`config.mk`:
```
export PLATFORM = sky130hd
export DESIGN_NAME = fetch_queue_stage
export DESIGN_NICKNAME = d
export VERILOG_FILES = /design/src/rtl/fetch_queue_stage.sv
export SDC_FILE = /design/constraint.sdc
export NUM_CORES = 1
export LEC_CHECK = 0
export CAP_MARGIN = 10
export CELL_PAD_IN_SITES_DETAIL_PLACEMENT = 0
export CELL_PAD_IN_SITES_GLOBAL_PLACEMENT = 1
export CORE_ASPECT_RATIO = 1.2
export CORE_MARGIN = 2
export CORE_UTILIZATION = 49
export DETAILED_ROUTE_END_ITERATION = 10
export PLACE_DENSITY = 0.81
export SLEW_MARGIN = 20
export SYNTH_ARGS = -nofsm -noshare
export SYNTH_HDL_FRONTEND = slang
export SYNTH_SLANG_ARGS = --single-unit
```
`constraint.sdc`:
```
create_clock -name clk -period 3.7 [get_ports clk]
set_clock_uncertainty 0.05 [all_clocks]
set_input_delay 0.74 -clock clk [delete_from_list [all_inputs] [get_ports clk]]
set_output_delay 0.74 -clock clk [all_outputs]
set_load 0.1 [all_outputs]
```
`src/rtl/fetch_queue_stage.sv`:
```
// Instruction fetch front-end: PC generation, credit-limited imem requests, in-order response queue, redirect flush.
// Define FETCH_BYPASS_EN for a 0-cycle response-to-decode path when the queue is empty.
module fetch_queue_stage #(
  parameter int                  ARCH_LEN  = 32,
  parameter int                  INST_LEN  = 32,
  parameter logic [ARCH_LEN-1:0] BOOT_ADDR = 32'h0000_1000,
  parameter int                  FQ_DEPTH  = 4
) (
  input  logic                clk,
  input  logic                rst,
  output logic                imem_req_valid,
  input  logic                imem_req_ready,
  output logic [ARCH_LEN-1:0] imem_req_addr,
  input  logic                imem_rsp_valid,
  input  logic [INST_LEN-1:0] imem_rsp_data,
  input  logic                redirect_valid,
  input  logic [ARCH_LEN-1:0] redirect_pc,
  input  logic                stall_fet_in,
  output logic                inst_valid_out,
  output logic [INST_LEN-1:0] inst_out,
  output logic [ARCH_LEN-1:0] inst_pc_out
);

  localparam int PW = $clog2(FQ_DEPTH);
  localparam int CW = PW + 1;

  logic                started;
  logic [ARCH_LEN-1:0] fetch_pc;
  logic [CW-1:0]       outstanding;
  logic [CW-1:0]       drop_cnt;
  logic [CW-1:0]       q_count;
  logic [PW-1:0]       q_head;
  logic [PW-1:0]       q_tail;
  logic [PW-1:0]       ifl_rd;
  logic [PW-1:0]       ifl_wr;

  logic [INST_LEN-1:0] q_data [FQ_DEPTH];
  logic [ARCH_LEN-1:0] q_pc   [FQ_DEPTH];
  logic [ARCH_LEN-1:0] ifl_pc [FQ_DEPTH];

  logic [CW:0] in_use;
  logic        has_credit;
  logic        req_fire;
  logic        rsp_take;
  logic        rsp_keep;
  logic        q_empty;
  logic        byp_hit;
  logic        byp_take;
  logic        q_push;
  logic        q_pop;

  // Requests in flight plus queued entries never exceed the queue size, so the queue cannot overflow.
  assign in_use     = {1'b0, outstanding} + {1'b0, q_count};
  assign has_credit = in_use < (CW + 1)'(FQ_DEPTH);

  assign imem_req_valid = started && has_credit && !redirect_valid;
  assign imem_req_addr  = fetch_pc;
  assign req_fire       = imem_req_valid && imem_req_ready;

  // A response with nothing outstanding is a protocol error and is ignored.
  assign rsp_take = imem_rsp_valid && (outstanding != '0);
  assign rsp_keep = rsp_take && !redirect_valid && (drop_cnt == '0);
  assign q_empty  = (q_count == '0);

  // NOTE: every signal assigned in always_comb gets a default first so no latch is inferred.
  always_comb begin
    byp_hit        = 1'b0;
    byp_take       = 1'b0;
    inst_valid_out = !q_empty && !redirect_valid;
    inst_out       = '0;
    inst_pc_out    = '0;
    if (!q_empty) begin
      inst_out    = q_data[q_head];
      inst_pc_out = q_pc[q_head];
    end
`ifdef FETCH_BYPASS_EN
    else begin
      byp_hit  = rsp_keep;
      byp_take = rsp_keep && !stall_fet_in;
      if (byp_hit) begin
        inst_valid_out = 1'b1;
        inst_out       = imem_rsp_data;
        inst_pc_out    = ifl_pc[ifl_rd];
      end
    end
`endif
  end

  assign q_push = rsp_keep && !byp_take;
  assign q_pop  = !q_empty && !redirect_valid && !stall_fet_in;

  // NOTE: sequential state uses non-blocking assignments so every register samples pre-edge values.
  always_ff @(posedge clk or posedge rst) begin
    if (rst) begin
      started     <= 1'b0;
      fetch_pc    <= BOOT_ADDR;
      outstanding <= '0;
      drop_cnt    <= '0;
      q_count     <= '0;
      q_head      <= '0;
      q_tail      <= '0;
      ifl_rd      <= '0;
      ifl_wr      <= '0;
    end else begin
      started     <= 1'b1;
      outstanding <= outstanding + CW'(req_fire) - CW'(rsp_take);
      if (req_fire) ifl_wr <= ifl_wr + PW'(1);
      if (rsp_take) ifl_rd <= ifl_rd + PW'(1);

      if (redirect_valid) begin
        fetch_pc <= redirect_pc & ~ARCH_LEN'(3);
        // Everything still in flight after this cycle is stale, including nothing arriving now.
        drop_cnt <= outstanding - CW'(rsp_take);
        q_count  <= '0;
        q_head   <= '0;
        q_tail   <= '0;
      end else begin
        if (req_fire) fetch_pc <= fetch_pc + ARCH_LEN'(4);
        if (rsp_take && drop_cnt != '0) drop_cnt <= drop_cnt - CW'(1);
        if (q_push) q_tail <= q_tail + PW'(1);
        if (q_pop)  q_head <= q_head + PW'(1);
        q_count <= q_count + CW'(q_push) - CW'(q_pop);
      end
    end
  end

  // NOTE: storage arrays are not reset; pointers and counts alone define which entries are valid.
  always_ff @(posedge clk) begin
    if (req_fire) ifl_pc[ifl_wr] <= imem_req_addr;
    if (q_push) begin
      q_data[q_tail] <= imem_rsp_data;
      q_pc[q_tail]   <= ifl_pc[ifl_rd];
    end
  end

  a_rsp_has_credit : assert property (@(posedge clk) disable iff (rst)
    imem_rsp_valid |-> (outstanding != '0));

endmodule
```
After elaboration in Yosys (flattened, before gate mapping)
Memories as Yosys holds them, arrays and structs flattened.
Index checks and enable logic that the tools add are counted.
{ "totals": {"mem_bits_ro": 0, "ramBits": 384, "memories": 3, "latch_bits": 0, "in_bits": 70, "register_bits": 50} }
{ "op_classes": {"addsub": 12, "n_eq_ne": 0, "n_div": 0, "multipliers": 0, "bitwise": 0, "shift": 0, "muxes": 15, "n_lt_le_gt_ge": 1, "reduce_logical": 20} }
{ "mem_list": {"columns": ["name", "words", "word_bits", "rd", "rd_ports_with_merged_regs", "write_ports", "line", "source"], "rows": [
  ["ifl_pc", 4, 32, 1, 0, 1, "39", "logic [ARCH_LEN-1:0] ifl_pc [FQ_DEPTH];"],
  ["q_data", 4, 32, 1, 0, 1, "37", "logic [INST_LEN-1:0] q_data [FQ_DEPTH];"],
  ["q_pc", 4, 32, 1, 0, 1, "38", "logic [ARCH_LEN-1:0] q_pc [FQ_DEPTH];"]
]} }
{ "ops": {"columns": ["cell", "count"], "rows": [
  ["32-bit two-way mux", 4],
  ["32-bit by 3-bit adder with 32-bit output (second input constant)", 1],
  ["1-bit logical AND", 9],
  ["3-bit two-way mux", 3],
  ["3-bit by 1-bit subtractor with 3-bit output", 3],
  ["2-bit by 1-bit adder with 2-bit output (second input constant)", 4],
  ["2-bit two-way mux", 4],
  ["2-bit nonzero test", 4],
  ["3-bit by 1-bit adder with 3-bit output", 2],
  ["3-bit logical NOT", 2],
  ["3-bit nonzero test", 2],
  ["3-bit by 3-bit adder with 4-bit output", 1],
  ["4-bit by 3-bit less-than comparator with 1-bit output (second input constant)", 1],
  ["1-bit two-way mux", 4],
  ["1-bit logical NOT", 3],
  ["3-bit by 1-bit subtractor with 3-bit output (second input constant)", 1]
]} }

Longest topological paths before layout
Gate-level depths: netlist of the first run.
{ "depth": {"word_depth": 7, "depth_mapped": 14, "depth_no_buf": 12} }

Worst setup path after synthesis of the first run
Ideal clock, no wire load.
{ "synth_timing": {"path_type": "reg-to-output", "startpoint": "register q_head[0]", "endpoint": "output inst_pc_out[22]", "setup_slack_ns": 0.298, "t_required_ns": 2.910, "path_buffers": 2, "t_arrival_ns": 2.612, "path_stages_with_launch": 5, "path_cell_list": "dfrtp_1 > clkbuf_1 > buf_2 > mux4_2 > nor2b_1"} }
{ "synth_via": {"elab_chain_cells": 2} }
{ "synth_rtl": {"columns": ["item", "line", "source"], "rows": [
  ["start, declared", "32", "logic [PW-1:0] q_head;"],
  ["start signal, assigned", "121", "if (q_pop) q_head <= q_head + PW'(1);"],
  ["memory 4 x 32 bit", null, null],
  ["32-bit two-way mux", "72", "if (!q_empty) begin"],
  ["end, declared", "21", "output logic [ARCH_LEN-1:0] inst_pc_out"]
]} }
Every way passes these cells.

Final worst setup path of the first run
{ "layout_timing": {"startpoint": "register q_head[0]", "endpoint": "output inst_pc_out[2]"} }
Same word-level chain as after synthesis.

==> results of run 1 <==
[kinds of logic after synthesis]
group,Yosys count,share of synthesized area [%]
adders and majority gates,21,1.67
muxes,100,13.0
AOI/OAI and AO/OA,60,2.51
other,2,0.0452
DFF,416,73.7
xor gates and xnor gates,17,0.895
buffers and inverters,69,1.77
and+or+nand+nor,186,6.48
[cells in the final DEF, fill, tap and decap left out, types with 4 or more instances in the layout]
master           instances
a21oi_1                  4
a31o_2                   4
and2_1                   6
and3_1                   5
and3_2                   5
buf_12                  11
buf_4                  106
bufinv_16                6
clkbuf_1                 7
clkbuf_16               41
clkdlybuf4s50_1         70
clkinv_1                 6
clkinv_2                 5
conb_1                   5
dfrtp_1                 44
edfxtp_1               368
ha_1                    19
inv_1                   20
mux2i_1                  6
mux4_2                  92
nand2_1                 41
nand3_1                 16
nand4_1                  7
nor2_1                  15
nor2b_1                 63
nor3_1                   6
nor4_1                   4
o211ai_1                 6
o21ai_0                 20
o311ai_0                 7
xnor2_1                 11
xor2_1                   6
[flip-flops by register name (all words and copies together) (netlist names)]
register	flops
q_tail	2
outstanding	3
imem_req_addr	30
q_data	128
ifl_pc	120
q_pc	120
started	1
q_count	3
drop_cnt	3
ifl_wr	2
ifl_rd	2
q_head	2
[layer usage]
layer | share of wire [%] | vias up | routed length [um]
met3 | 5.1 | 48 | 1640
met1 | 42 | 4304 | 13600
li1 | - | 3814 | -
met5 | 0 | - | 0
met4 | 2.0 | 0 | 651
met2 | 50 | 245 | 16100
[power groups by stage]
stage | Clock [mW] | Sequential [mW] | Combinational, mW
6_report | 4.08 | 6.01 | 5.89
5_1_grt | 4.34 | 6.07 | 6.24
2_1_floorplan | 0 | 6.23 | 4.45
4_1_cts | 4.17 | 6.03 | 5.99
3_3_place_gp | 0 | 6.10 | 5.92
3_5_place_dp | 0 | 6.12 | 5.97
[worst max-delay path: stages, from the launching register on]
cell and delay (ps):
dfrtp_4 790, buf_4 340, mux4_2 540, nor2b_1 150, buf_4 250
[area by class of cell]
class / instances / area (um^2) / share of cell area [%]
Sequential cell: 416 / 12300 / 61.2
Clock inverter: 20 / 256 / 1.28
Tap cell: 450 / 563 / 2.81
Clock buffer: 48 / 1050 / 5.25
Timing Repair Buffer: 187 / 1720 / 8.57
Multi-Input combinational cell: 389 / 4110 / 20.5
Inverter: 23 / 86.3 / 0.431
[per-stage QoR]
step / instances / worst slack [ps] / area [um^2]
after global placement: 1465 / 371 / 18700
final: 1533 / 275 / 20000
after CTS: 1533 / 171 / 20000
after global routing: 1533 / 92.1 / 20000
after floorplan: 874 / 298 / 16600
after detailed placement: 1465 / 356 / 18700
[worst max-delay path by stage]
| stage | from | to | slack [ps] | depth (start not counted) |
|---|---|---|---|---|
| floorplan | q_head[0]$_DFFE_PP0P_ | inst_pc_out[22] | 300 | 4 |
| global placement | imem_rsp_valid | q_count[2]$_DFF_PP0_ | 370 | 13 |
| detailed placement | imem_rsp_valid | q_count[2]$_DFF_PP0_ | 360 | 13 |
| CTS | q_head[0]$_DFFE_PP0P_ | inst_pc_out[21] | 170 | 4 |
| global route | q_head[0]$_DFFE_PP0P_ | inst_pc_out[21] | 90 | 4 |
| finish | q_head[0]$_DFFE_PP0P_ | inst_pc_out[2] | 270 | 4 |
==> impl_metrics.py, run 1 <==
metrics = {
    "status": {
        "status": "complete, no violations",
    },
    "detailed_routing": {
        "drtPass1Iterations": 5,
        "drt_iter0_drc": 572,
        "antenna_left": 0,
        "dr_total_vias": 8411,
        "via_per_inst": 5.49,
        "wl_per_cell_um": 20.8,
        "drc": 0,
        "finalWirelength_mm": 31.9,
    },
    "synthesis": {
        "synth_ff_type": "edfxtp_1",
        "synth.distinct_cells": 53,
        "synthCells": 871,
        "synth_top_cell_area_share_pct": 66.4,
        "synth-seq-cells": 416,
        "yosys-top-cells-area": "edfxtp_1 66%, mux4_2 12%, dfrtp_1 7.1%",
        "synth_common_cells": "368 x edfxtp_1, 92 x mux4_2, 63 x nor2b_1",
        "yosysMostFrequentCell": "edfxtp_1",
        "synth-seq-area-share_pct": 73.7,
        "ys_warn_count": 0,
        "netlist_area_mm2": 0.0166,
        "synth_edf_count": 368,
        "async_reset_ff_share_pct": 11.5,
        "yosys.area.top_type": "edfxtp_1",
        "syn_avg_cell_area_um2": 19.1,
    },
    "timing": {
        "slew_headroom_pct": 35.0,
        "slew_violations": 0,
        "worst_slew_pin_slew_ps": 972,
        "hold_viol": 0,
        "fin_tns_setup_ps": 0,
        "setup_viol": 0,
        "max_freq_mhz": 292,
        "fin_hold_ws_ps": 431,
        "grt_setup_unrepaired": "no",
        "finalCritPeriodShare_pct": 92.6,
        "post-route-min-period_ps": 3430,
    },
    "placement": {
        "dp_hpwl_mm": 19.2,
        "io_buffers": 161,
        "gp_congestion": 0.784,
    },
    "die": {
        "fp.dieW_um": 172,
        "start_util_pct": 50.0,
        "die_y_um": 206,
        "die-area_mm2": 0.0354,
        "coreArea_mm2": 0.0332,
        "io_pins": 168,
        "rows": 73,
    },
    "cts": {
        "cts-hold-fix-buffers": 0,
        "clockBufferDepth": 3,
        "cts.sinks": 416,
        "cts_resized": 0,
        "clk_pin_slew_ps": 60,
        "clock-root-buffer": "clkbuf_16",
        "post_cts_buffers": 0,
        "htree_levels": 2,
        "cts_tree": "built",
        "numCtsBuffers": 40,
        "clk_latency_ps": 530,
    },
    "worst_hold_path": {
        "holdPathEnd": "ifl_rd[1]$_DFFE_PP0N_",
        "hold_depth": 1,
        "hp-start": "ifl_rd[1]$_DFFE_PP0N_",
        "hold_path_class": "reg2reg",
    },
    "cells_and_area": {
        "post-route-util_pct": 60.3,
        "drive_above_1_share_pct": 27.0,
        "final_nets": 1148,
        "syn2layout_area_growth_pct": 20.5,
        "fillCellCount": 2482,
        "n_antenna_cell": 0,
    },
    "pwr": {
        "p_comb_share_pct": 36.8,
        "power.internal_mw": 9.82,
        "p_total_mw": 16.0,
        "switching_share_pct": 38.6,
        "p_sw_mw": 6.16,
        "leakagePower_nw": 6.80,
        "vdd_drop_max_mv": 0.441,
        "p_clk_share_pct": 25.5,
        "powerDensity_mw_per_mm2": 797,
        "seq_power_share_pct": 37.6,
    },
    "global_routing": {
        "grt_max_degree": 66,
        "grt_usage_pct": 18.6,
        "antenna_found_initial": 0,
        "use_met1_pct": 25.5,
        "grt_pass1_wl_mm": 49.8,
        "grt_pass1_vias": 8703,
        "gr-usage-met2_pct": 31.3,
        "grt_use_met3_pct": 3.31,
        "grt_busiest_layer": "met2",
        "grt.overflow.total": 0,
    },
    "setup_path": {
        "crit_type": "reg2out",
        "reg2reg_slack_ps": 850,
        "critPathLaunchType": "flip-flop",
        "reg2reg_depth": 12,
        "reg2reg_to": "q_count[2]$_DFF_PP0_",
        "arrival_ps": 2640,
        "worstPathRequired_ps": 2910,
        "r2r_start": "outstanding[1]$_DFF_PP0_",
        "worstSetupEndpointType": "primary output",
        "crit_fanout": 27,
    },
    "flow_run": {
        "max-cap-violations": 0,
    },
}
Note: power is estimated with default switching activity, not from simulation.
==> run 2: changes to the inputs <==
- PLACE_DENSITY: 0.81 -> 0.86
==> run 2 against run 1 <==
  * Power down 1.2%
  * Die area unchanged
  * Final area down 0.55%
  * Fmax up 2.2%
  * Flip-flop and latch count unchanged
  * Cell count unchanged
  * Routed wire length up 0.87%
  * Critical path type unchanged
  * Largest power group unchanged
  * Highest routed layer unchanged
==> impl_metrics.py, run 2 (synthesis results as in run 1) <==
metrics = {
    "setup_path": {
        "arrival_ps": 2560,
        "path_buf_inv": 2,
        "reg2reg_slack_ps": 870,
        "reg2reg_depth": 12,
        "crit_type": "reg2out",
        "path_cells": "buf_4 > mux4_2 > nor2b_1 > buf_4",
        "worstSetupEndpointType": "primary output",
        "reg2reg_to": "q_count[2]$_DFF_PP0_",
        "critPathLaunchType": "flip-flop",
        "crit_slowest_cell": "dfrtp_4",
        "crit_top_cell": "buf_4",
        "startpoint": "q_head[0]$_DFFE_PP0P_",
        "critPathCapture": "inst_pc_out[14]",
        "cp.depth": 4,
        "worstPathRequired_ps": 2910,
        "cp_top_family": "flip-flops",
        "r2r_start": "outstanding[1]$_DFF_PP0_",
        "cpPeakStageDelay_ps": 820,
        "crit_fanout": 29,
    },
    "pwr": {
        "p_sw_mw": 6.18,
        "seq_power_share_pct": 38.8,
        "p_clk_share_pct": 24.5,
        "p_comb_share_pct": 36.7,
        "power.internal_mw": 9.60,
        "leakagePower_nw": 6.74,
        "switching_share_pct": 39.2,
        "vdd_drop_max_mv": 0.515,
        "powerDensity_mw_per_mm2": 792,
    },
    "detailed_routing": {
        "finalWirelength_mm": 32.2,
        "wl_per_cell_um": 21.0,
        "drc": 0,
        "antenna_left": 0,
        "via_per_inst": 5.59,
        "drtPass1Iterations": 5,
        "drt_iter0_drc": 619,
        "dr_total_vias": 8572,
    },
    "cells_and_area": {
        "final_cell_mix": "368 x edfxtp_1, 102 x buf_4, 92 x mux4_2",
        "largest_reg_flops": 128,
        "reg_top3": "q_data (128), ifl_pc (120), q_pc (120)",
        "final_nets": 1144,
        "drive_above_1_share_pct": 26.6,
        "post-route-util_pct": 59.9,
        "layout_commonest_cell": "edfxtp_1",
        "n_antenna_cell": 0,
        "final_cells": 1533,
        "largest_register": "q_data",
        "syn2layout_area_growth_pct": 19.8,
        "final_cell_area_mm2": 0.0199,
    },
    "die": {
        "io_pins": 168,
        "coreArea_mm2": 0.0332,
        "start_util_pct": 50.0,
        "fp.dieW_um": 172,
        "rows": 73,
        "die-area_mm2": 0.0354,
        "die_y_um": 206,
    },
    "cts": {
        "clk_latency_ps": 540,
        "numCtsBuffers": 40,
        "cts_tree": "built",
        "clk_pin_slew_ps": 60,
        "cts-hold-fix-buffers": 0,
        "clock-root-buffer": "clkbuf_16",
        "clockBufferDepth": 3,
        "htree_levels": 2,
        "cts_resized": 0,
        "cts.sinks": 416,
        "post_cts_buffers": 0,
    },
    "timing": {
        "slew_violations": 0,
        "worst_slack_ps": 349,
        "worst_slew_pin_slew_ps": 1020,
        "slew_headroom_pct": 31.6,
        "post-route-min-period_ps": 3350,
        "grt_setup_unrepaired": "no",
        "hold_viol": 0,
        "setup_viol": 0,
        "max_freq_mhz": 298,
        "finalCritPeriodShare_pct": 90.6,
        "fin_tns_setup_ps": 0,
    },
    "flow_run": {
        "max-cap-violations": 0,
    },
    "global_routing": {
        "grt_pass1_vias": 8804,
        "grt_usage_pct": 18.6,
        "antenna_found_initial": 0,
        "grt_max_degree": 66,
        "grt.overflow.total": 0,
        "grt_pass1_wl_mm": 49.9,
    },
    "status": {
        "status": "complete, no violations",
    },
    "placement": {
        "placedInstanceArea_mm2": 0.0187,
        "io_buffers": 161,
        "dp_cells": 1461,
        "gp_congestion": 0.783,
        "dp_hpwl_mm": 19.5,
        "pre_cts_ws_ps": 421,
    },
    "worst_hold_path": {
        "hold_path_class": "reg2reg",
    },
}
run 2: cell count changes in the layout (fill, tap and decap cells not counted), sizes merged:
cell	change
clkinv	+3
clkbuf	+4
bufinv	-3
buf	-4
run 2: worst min-delay path by stage:
| stage | end | cells past startpoint | start |
|---|---|---|---|
| final | drop_cnt[1]$_DFFE_PP0P_ | 2 | drop_cnt[1]$_DFFE_PP0P_ |
| after global routing | q_count[2]$_DFF_PP0_ | 2 | redirect_valid |
| after CTS | drop_cnt[1]$_DFFE_PP0P_ | 2 | drop_cnt[1]$_DFFE_PP0P_ |
| after detailed placement | drop_cnt[1]$_DFFE_PP0P_ | 2 | drop_cnt[1]$_DFFE_PP0P_ |
| after global placement | drop_cnt[1]$_DFFE_PP0P_ | 2 | drop_cnt[1]$_DFFE_PP0P_ |
| after floorplan | drop_cnt[1]$_DFFE_PP0P_ | 2 | drop_cnt[1]$_DFFE_PP0P_ |
run 2: power by group through the flow:
stage / logic, mW / registers [mW] / clock network, mW
finish: 5.79 / 6.12 / 3.87
global route: 6.10 / 6.19 / 4.13
CTS: 5.88 / 6.14 / 3.95
detailed placement: 5.87 / 6.24 / 0
global placement: 5.80 / 6.21 / 0
floorplan: 4.45 / 6.23 / 0
run 2: through the flow:
step           hold WS, ps  power (mW)
6_report               493        15.8
5_1_grt                545        16.4
4_1_cts                499        16.0
3_5_place_dp           485        12.1
3_3_place_gp           482        12.0
2_1_floorplan          455        10.7
run 2: cell type report:
type	instances	area, um^2
multi-input cells	389	4110
clock inverters	20	196
clock buffers	52	1050
inverters	23	86.3
well taps	450	563
flip-flops and latches	416	12300
repair buffers	183	1670
fillers	2444	13300
run 2: per-layer routing:
layer | part of all wire, % | track usage, % | routed length, um
met5 | 0 | 0 | 0
met4 | 2.1 | 5.10 | 678
met3 | 4.4 | 2.89 | 1430
met2 | 52 | 32.2 | 16600
met1 | 42 | 24.6 | 13400
run 2: worst register-to-register path, stage by stage, from the launching register on:
cell     delay [ps]
dfrtp_1         450
o31ai_1         470
inv_1           180
and3_1          280
and2_1          200
inv_1            60
ha_1            210
inv_1            60
ha_1            130
inv_1            50
fa_1            370
xnor2_1         160
nor2_1           50
==> run 3: changes to the inputs <==
- ABC_CLOCK_PERIOD_IN_PS: default -> 3700
- CORE_ASPECT_RATIO: 1.2 -> default
==> run 3 against run 2 <==
  * Utilization increased by 0.86 points
  * Final area is 2.0% higher
  * Worst hold slack is essentially flat
  * Clock power rose by 4%
  * Fmax fell by 1.9%
  * Sequential share of layout area fell by 1.2 points
  * Cell count grew 0.39%
  * Power rose by 2.9%
  * First-iteration DRC count increased by 12%
  * Non-clock buffer count increased by 6
  * Via count shrank 0.34%
  * Critical path type unchanged
  * Largest cell class unchanged
==> impl_metrics.py, run 3 (synthesis results as in run 1) <==
metrics = {
    "cts": {
        "htree_levels": 2,
        "cts-hold-fix-buffers": 0,
        "clock-root-buffer": "clkbuf_16",
        "clockBufferDepth": 3,
        "post_cts_buffers": 0,
        "cts_tree": "built",
        "cts_resized": 0,
        "clk_latency_ps": 530,
        "numCtsBuffers": 42,
        "cts.sinks": 416,
        "clk_pin_slew_ps": 60,
    },
    "cells_and_area": {
        "largest_reg_flops": 128,
        "largest_register": "q_data",
        "final_cell_mix": "368 x edfxtp_1, 92 x mux4_2, 85 x buf_4",
        "n_antenna_cell": 0,
        "syn2layout_area_growth_pct": 22.3,
        "drive_above_1_share_pct": 27.3,
        "reg_top3": "q_data (128), ifl_pc (120), q_pc (120)",
        "layout_commonest_cell": "edfxtp_1",
        "final_nets": 1152,
    },
    "timing": {
        "post-route-min-period_ps": 3420,
        "fin_hold_ws_ps": 493,
        "hold_viol": 0,
        "slew_violations": 0,
        "worst_slew_pin_slew_ps": 1010,
        "fin_tns_setup_ps": 0,
        "slew_headroom_pct": 32.7,
        "finalCritPeriodShare_pct": 92.3,
        "setup_viol": 0,
        "max_freq_mhz": 293,
        "grt_setup_unrepaired": "no",
    },
    "die": {
        "die_y_um": 188,
        "io_pins": 168,
        "fp.dieW_um": 188,
        "start_util_pct": 49.7,
        "rows": 67,
        "die-area_mm2": 0.0354,
        "coreArea_mm2": 0.0334,
    },
    "pwr": {
        "leakagePower_nw": 6.88,
        "power.internal_mw": 9.98,
        "p_sw_mw": 6.25,
        "switching_share_pct": 38.5,
        "p_clk_share_pct": 24.8,
        "seq_power_share_pct": 37.6,
        "p_comb_share_pct": 37.6,
        "vdd_drop_max_mv": 0.583,
        "powerDensity_mw_per_mm2": 798,
    },
    "global_routing": {
        "grt_busiest_layer": "met2",
        "grt_usage_pct": 18.6,
        "grt_use_met3_pct": 3.26,
        "grt_pass1_vias": 8784,
        "grt_pass1_wl_mm": 50.3,
        "use_met1_pct": 25.7,
        "grt_max_degree": 66,
        "gr-usage-met2_pct": 31.2,
        "grt.overflow.total": 0,
        "antenna_found_initial": 0,
    },
    "setup_path": {
        "arrival_ps": 2630,
        "reg2reg_to": "q_count[2]$_DFF_PP0_",
        "reg2reg_depth": 12,
        "worstPathRequired_ps": 2910,
        "crit_fanout": 32,
        "critPathLaunchType": "flip-flop",
        "crit_type": "reg2out",
        "reg2reg_slack_ps": 860,
        "worstSetupEndpointType": "primary output",
        "r2r_start": "outstanding[1]$_DFF_PP0_",
    },
    "detailed_routing": {
        "antenna_left": 0,
        "drc": 0,
        "dr_total_vias": 8543,
        "drtPass1Iterations": 5,
        "wl_per_cell_um": 21.2,
        "via_per_inst": 5.55,
        "finalWirelength_mm": 32.6,
        "drt_iter0_drc": 692,
    },
    "worst_hold_path": {
        "holdPathEnd": "drop_cnt[1]$_DFFE_PP0P_",
        "hold_path_class": "reg2reg",
        "hold_depth": 2,
        "hp-start": "drop_cnt[1]$_DFFE_PP0P_",
    },
    "placement": {
        "dp_hpwl_mm": 20.8,
        "gp_congestion": 0.775,
        "io_buffers": 161,
    },
    "status": {
        "status": "complete, no violations",
    },
    "flow_run": {
        "max-cap-violations": 0,
    },
}
[run 3: area by class of cell]
| cell class | count | area [um^2] |
|---|---|---|
| multi-input cells | 389 | 4110 |
| clock buffers | 54 | 1130 |
| inverters | 23 | 86.3 |
| clock inverters | 20 | 183 |
| repair buffers | 189 | 2010 |
| well taps | 448 | 561 |
| fillers | 2306 | 13100 |
| flip-flops and latches | 416 | 12300 |
[run 3: through the flow]
stage | total power [mW] | utilization, % | instance area [um^2] | setup slack [ps] | cells
3_3_place_gp | 12.3 | 56.9 | 19000 | 398 | 1465
5_1_grt | 16.9 | 60.8 | 20300 | 131 | 1539
2_1_floorplan | 10.7 | - | 16600 | 298 | 874
4_1_cts | 16.4 | 60.8 | 20300 | 209 | 1539
6_report | 16.2 | 60.8 | 20300 | 284 | 1539
3_5_place_dp | 12.4 | 56.9 | 19000 | 348 | 1465
[run 3: how the worst max path moves through the flow]
stage	startpoint	end	slack [ps]	cells after the start
5_1_grt	q_head[0]$_DFFE_PP0P_	inst_pc_out[18]	130	4
3_3_place_gp	imem_rsp_valid	q_count[2]$_DFF_PP0_	400	13
6_report	q_head[0]$_DFFE_PP0P_	inst_pc_out[19]	280	4
3_5_place_dp	imem_rsp_valid	q_count[2]$_DFF_PP0_	350	13
2_1_floorplan	q_head[0]$_DFFE_PP0P_	inst_pc_out[22]	300	4
4_1_cts	q_head[0]$_DFFE_PP0P_	inst_pc_out[19]	210	4
[run 3: layer usage]
metal	vias up	share of wire [%]
met5	-	0
met4	0	1.5
met3	39	6.0
met2	299	50
met1	4369	42
li1	3836	-
[run 3: worst max-delay path: stages, from the launching register on]
cell and delay, ps:
dfrtp_4 880, buf_4 290, mux4_2 520, nor2b_1 160, buf_4 250
[run 3: power groups by stage]
stage               Combinational, mW  Sequential, mW  Clock [mW]
floorplan                        4.45            6.23           0
CTS                              6.18            6.12        4.09
global route                     6.40            6.17        4.29
finish                           6.11            6.11        4.02
global placement                 6.11            6.19           0
detailed placement               6.17            6.21           0
